==> src/rtl/nvram_io.sv <==
// rtl/nvram_io.sv - NVRAM save/restore bridge between data_io transfers and the paused game RAM
module nvram_io #(
   parameter logic [7:0]  INDEX = 8'd4,
   parameter int          AW    = 8,
   parameter logic [15:0] BASE  = 16'h0000
) (
   input  logic        clk_sys,
   input  logic        reset,
   input  logic        ioctl_download,
   input  logic        ioctl_upload,
   input  logic [7:0]  ioctl_index,
   input  logic        ioctl_wr,
   input  logic [24:0] ioctl_addr,
   input  logic [7:0]  ioctl_dout,
   output logic [7:0]  ioctl_din,
   output logic        pause_req,
   input  logic        pause_ack,
   output logic [15:0] ram_addr,
   input  logic [7:0]  ram_q,
   output logic [7:0]  ram_d,
   output logic        ram_we,
   output logic        busy,
   output logic        overflow
);

   typedef enum logic [2:0] {IDLE, REQ, UPLOAD, DOWNLOAD, DRAIN} state_t;

   state_t        state, state_next;
   logic          is_dl;
   logic          idx_hit, start, xfer_flag, addr_in_range;
   logic [AW-1:0] fifo_off [4];
   logic [7:0]    fifo_dat [4];
   logic [1:0]    wr_ptr, rd_ptr;
   logic [2:0]    count;
   logic          fifo_empty, fifo_full;
   logic          push_req, push_ok, pop;
   logic          up_valid_q;

   assign idx_hit       = (ioctl_index == INDEX);
   assign start         = idx_hit && (ioctl_download || ioctl_upload);
   assign xfer_flag     = is_dl ? ioctl_download : ioctl_upload;
   assign addr_in_range = ~|ioctl_addr[24:AW];
   assign fifo_empty    = (count == 3'd0);
   assign fifo_full     = (count == 3'd4);

   // Download bytes are queued from REQ onward so nothing is lost while the CPU is still halting;
   // the RAM port is only touched once the CPU confirms the halt.
   assign push_req = ioctl_wr && idx_hit && addr_in_range && (state != IDLE) && (state != UPLOAD);
   assign pop      = !reset && pause_ack && !fifo_empty && ((state == DOWNLOAD) || (state == DRAIN));
   assign push_ok  = push_req && (!fifo_full || pop);

   // State register
   always_ff @(posedge clk_sys) begin
      if (reset) state <= IDLE;
      else       state <= state_next;
   end

   // Next-state decode and RAM port / handshake outputs
   always_comb begin
      state_next = state;
      pause_req  = (state != IDLE);
      busy       = (state != IDLE);
      ram_we     = pop;
      ram_addr   = BASE;
      ram_d      = 8'h00;
      case (state)
         IDLE:     if (start) state_next = REQ;
         REQ: begin
            if (!xfer_flag)     state_next = (is_dl && !fifo_empty) ? DRAIN : IDLE;
            else if (pause_ack) state_next = is_dl ? DOWNLOAD : UPLOAD;
         end
         UPLOAD:   if (pause_ack && !ioctl_upload)   state_next = IDLE;
         DOWNLOAD: if (pause_ack && !ioctl_download) state_next = DRAIN;
         DRAIN:    if (pause_ack && fifo_empty)      state_next = IDLE;
         default:  state_next = IDLE;
      endcase
      if (!reset) begin
         if (state == UPLOAD) begin
            ram_addr = BASE + 16'(ioctl_addr[AW-1:0]);
         end else if (pop) begin
            ram_addr = BASE + 16'(fifo_off[rd_ptr]);
            ram_d    = fifo_dat[rd_ptr];
         end
      end
   end

   // Latch the transfer direction when a selected transfer starts
   always_ff @(posedge clk_sys) begin
      if (reset)                        is_dl <= 1'b0;
      else if (state == IDLE && start)  is_dl <= ioctl_download;
   end

   // FIFO storage; contents need no reset because count gates every read
   always_ff @(posedge clk_sys) begin
      if (push_ok) begin
         fifo_off[wr_ptr] <= ioctl_addr[AW-1:0];
         fifo_dat[wr_ptr] <= ioctl_dout;
      end
   end

   // FIFO pointers and occupancy; push_ok/pop rules keep count within 0..4
   always_ff @(posedge clk_sys) begin
      if (reset) begin
         wr_ptr <= 2'd0;
         rd_ptr <= 2'd0;
         count  <= 3'd0;
      end else begin
         if (push_ok) wr_ptr <= wr_ptr + 2'd1;
         if (pop)     rd_ptr <= rd_ptr + 2'd1;
         count <= count + {2'b00, push_ok} - {2'b00, pop};
      end
   end

   // Sticky drop flag, cleared when the next selected download begins
   always_ff @(posedge clk_sys) begin
      if (reset)                                          overflow <= 1'b0;
      else if (state == IDLE && start && ioctl_download)  overflow <= 1'b0;
      else if (push_req && fifo_full && !pop)             overflow <= 1'b1;
   end

   // Upload read pipeline: range flag follows the address so ram_q lines up one cycle later
   always_ff @(posedge clk_sys) begin
      if (reset) begin
         up_valid_q <= 1'b0;
         ioctl_din  <= 8'hFF;
      end else begin
         up_valid_q <= (state == UPLOAD) && addr_in_range;
         ioctl_din  <= up_valid_q ? ram_q : 8'hFF;
      end
   end

endmodule

==> config.mk <==
export PLATFORM = sky130hd
export DESIGN_NAME = nvram_io
export DESIGN_NICKNAME = d
export VERILOG_FILES = /design/src/rtl/nvram_io.sv
export SDC_FILE = /design/constraint.sdc
export NUM_CORES = 1
export LEC_CHECK = 0
export ABC_AREA = 1
export BUFFER_PORTS_ARGS = -buffer_cell sky130_fd_sc_hd__buf_2
export CORE_AREA = 2 2 118 120
export CTS_BUF_LIST = sky130_fd_sc_hd__clkbuf_8
export DETAILED_ROUTE_END_ITERATION = 10
export DIE_AREA = 0 0 120 122
export SLEW_MARGIN = 10
export SYNTH_ARGS = -nofsm -noshare
export SYNTH_HDL_FRONTEND = slang
export SYNTH_SLANG_ARGS = --single-unit
==> constraint.sdc <==
create_clock -name clk_sys -period 4.06 [get_ports clk_sys]
set_input_delay 0.609 -clock clk_sys [delete_from_list [all_inputs] [get_ports clk_sys]]
set_output_delay 0.609 -clock clk_sys [all_outputs]
set_load 0.03 [all_outputs]
==> out/results.ini <==
[sta]
fin_ws_ns=1.13
relSlewSlack=0.424
rsz0062_at_grt=false
hold_viol=0
fin_hold_ws_ns=0.437
setup_violations=0
fmax_mhz=341
tns_ns=0
final.min_clock_period_ns=2.93
worst_slew_pin_slew_ns=0.864
finalCritPeriodShare=0.722
fin_skew_ns=0.00823
drv_slew=0

[synthesis]
avgSynthCellArea_sq_um=9.81
synth_top_family_by_area=simple AND/OR/NAND/NOR gates
ys_ff_latch=87
ys_types=33
yosysWarnings=0
synth_xor_area_frac=0.00222
synthCells=402
synth.mux.area_fraction=0
syn_area_sq_um=3950
synthAdderAreaFrac=0.0241
synth_simple_gate_area_frac=0.189
yosysSeqAreaShare=0.604
synth_compound_area_frac=0.0907

[grt]
grt_max_degree=42
grt_pass1_wl_microns=13400
grtUsageTotal=0.117
antenna_found_initial=1
grt_overflow=0
grt_pass1_vias=2813

[clocking]
cts_sinks=87
numCtsBuffers=9
holdBufCountCts=0
clkTransAtPathRegs_ns=0.09
root_buffer=clkbuf_8
cts_tree=done
cts_resized=0
clock_path_buffers=2
insertion_delay_ns=0.34
ctsHtreeMaxLevel=3
postCtsSetupBuffers=0

[pwr]
power.leakage_nw=2.05
total_power_mw=1.91
power_density_nw_per_um2=403
ir_drop_mv=0.234

[layout]
drive_above_1_share=0.267
nFillCells=1380
seqCellArea_sq_um=2380
multi_input_area_sq_um=1240
area_growth_pct=20.3
fin_nets=549

[placed_design]
dp_hpwl_microns=5490
dp_slack_ns=1.16
place.gp.congestion=0.819
io_buffers=82

[die]
placementRows=43
dieArea_sq_um=14600
initial_core_util=0.292
die_h_microns=122
die_w_microns=120
coreArea_sq_um=13500
io_pins=91

[critical_path]
regToRegEndpoint=count[2]
critical_path.most_common_cell=nand2_1
critical_path_class=reg -> out
r2r_cells=13
crit_arrival_ns=2.32
cp.required_ns=3.45
cp_slowest_stage_delay_ns=0.59
cp_max_fo=41
reg2reg_from=count[1]
endpoint_kind=output port
slowest_stage=inv_1
cp-endpoint=ram_addr[3]
r2r_setup_slack_ns=1.56
cp-start-kind=register
worstPathCellList=buf_4 > inv_1 > nand2_1 > nand3_1 > nand2_1 > o21ai_0 > buf_2

[routing]
wire_per_inst_microns=12.2
num_vias=2855
ant_nets=0
drt-pass1-iter-count=4
vias_per_cell=4.25
drtIter0Drc=129
wl_microns=8220
drc_errors=0

[status]
status=finished clean

[min_path]
hp-class=in -> reg

[flow_run]
maxCapViolCount=0

cells in the final DEF (no fill, tap or decap), drive strengths merged:
master and instances:
nand3b 1, ha 6, nand2 78, and2 1, edfxtp 64, nand4 2, nor2 71, diode 1
o21ai 39, inv 53, nand3 16, conb 8, xor2 1, nor4 1, buf 88, nor3 1
fa 1, dfxtp 23, a21oi 22, clkbuf 9, clkinv 2, or2 1, bufinv 3
critical path, delay by kind of cell, from the launching register on:
| kind | cells | cell delay, ns |
|---|---|---|
| compound gates | 1 | 0.27 |
| simple gates | 3 | 0.28 |
| flops | 1 | 0.30 |
| buf+inv | 3 | 1.10 |
routing by layer:
| layer | vias up | global-route usage | routed length [microns] |
|---|---|---|---|
| li1 | 1456 | - | - |
| met1 | 1309 | 0.141 | 3660 |
| met2 | 88 | 0.205 | 4010 |
| met3 | 2 | 0.0412 | 527 |
| met4 | 0 | 0.0199 | 25 |
| met5 | - | 0 | 0 |
synthesized netlist by cell type (all sizes together):
master  instances  share of area
ha              6          0.019
nor4            1         0.0016
edfxtp         64           0.49
nor2           71          0.074
buf            19          0.036
dfxtp          23           0.12
nand2          78          0.077
nor3            1         0.0013
conb            1        0.00095
a21oi          22          0.037
nand3          16          0.026
or2             1         0.0016
xor2            1         0.0022
inv            52          0.051
nand4           2         0.0032
nand3b          1         0.0019
and2            1         0.0022
fa              1         0.0051
clkbuf          2         0.0019
o21ai          39          0.053
flip-flops by register name (all words and copies together), names as in the netlist, named ones only:
name / flops
fifo_dat: 32
fifo_off: 32
ioctl_din: 8
count: 3
state: 3
rd_ptr: 2
wr_ptr: 2
is_dl: 1
overflow: 1
up_valid_q: 1
kinds of logic (layout without fill, tap and decap cells):
kind of cell,count (synthesis),in the layout
fa+ha+maj,7,7
flops,87,87
compound gates,61,61
simple gates,172,172
xor+xnor,1,1
other cells,1,9
buf+inv,73,155
how the worst min path moves through the flow:
stage                  start            to  slack (ns)  cells past startpoint
floorplan           count[2]      count[2]        0.42                      1
global placement    count[2]      count[2]        0.44                      1
detailed placement  count[2]      count[2]        0.45                      1
CTS                 ram_q[6]  ioctl_din[6]        0.41                      3
global route        ram_q[7]  ioctl_din[7]        0.42                      3
finish              ram_q[6]  ioctl_din[6]        0.44                      3
cell type report:
| cell class | instances | area share |
|---|---|---|
| Inverter | 52 | 0.0427 |
| Clock buffer | 9 | 0.0261 |
| Tap cell | 180 | 0.0474 |
| Antenna cell | 1 | 0.000527 |
| Timing Repair Buffer | 88 | 0.0959 |
| Sequential cell | 87 | 0.502 |
| Multi-Input combinational cell | 249 | 0.260 |
| Clock inverter | 6 | 0.0250 |
stage by stage:
stage	instance area [sq um]	std cells	util
finish	4750	672	0.352
global route	4740	671	0.351
CTS	4740	671	0.351
detailed placement	4500	656	0.333
global placement	4500	656	0.333
floorplan	3970	409	-
power breakdown:
group | total [mW] | switching, mW | leakage [nW] | internal (mW)
Sequential | 0.970 | 0.0107 | 0.761 | 0.960
Combinational | 0.223 | 0.151 | 1.17 | 0.0722
Clock | 0.719 | 0.307 | 0.121 | 0.412
(Power assumes the default switching activity.)
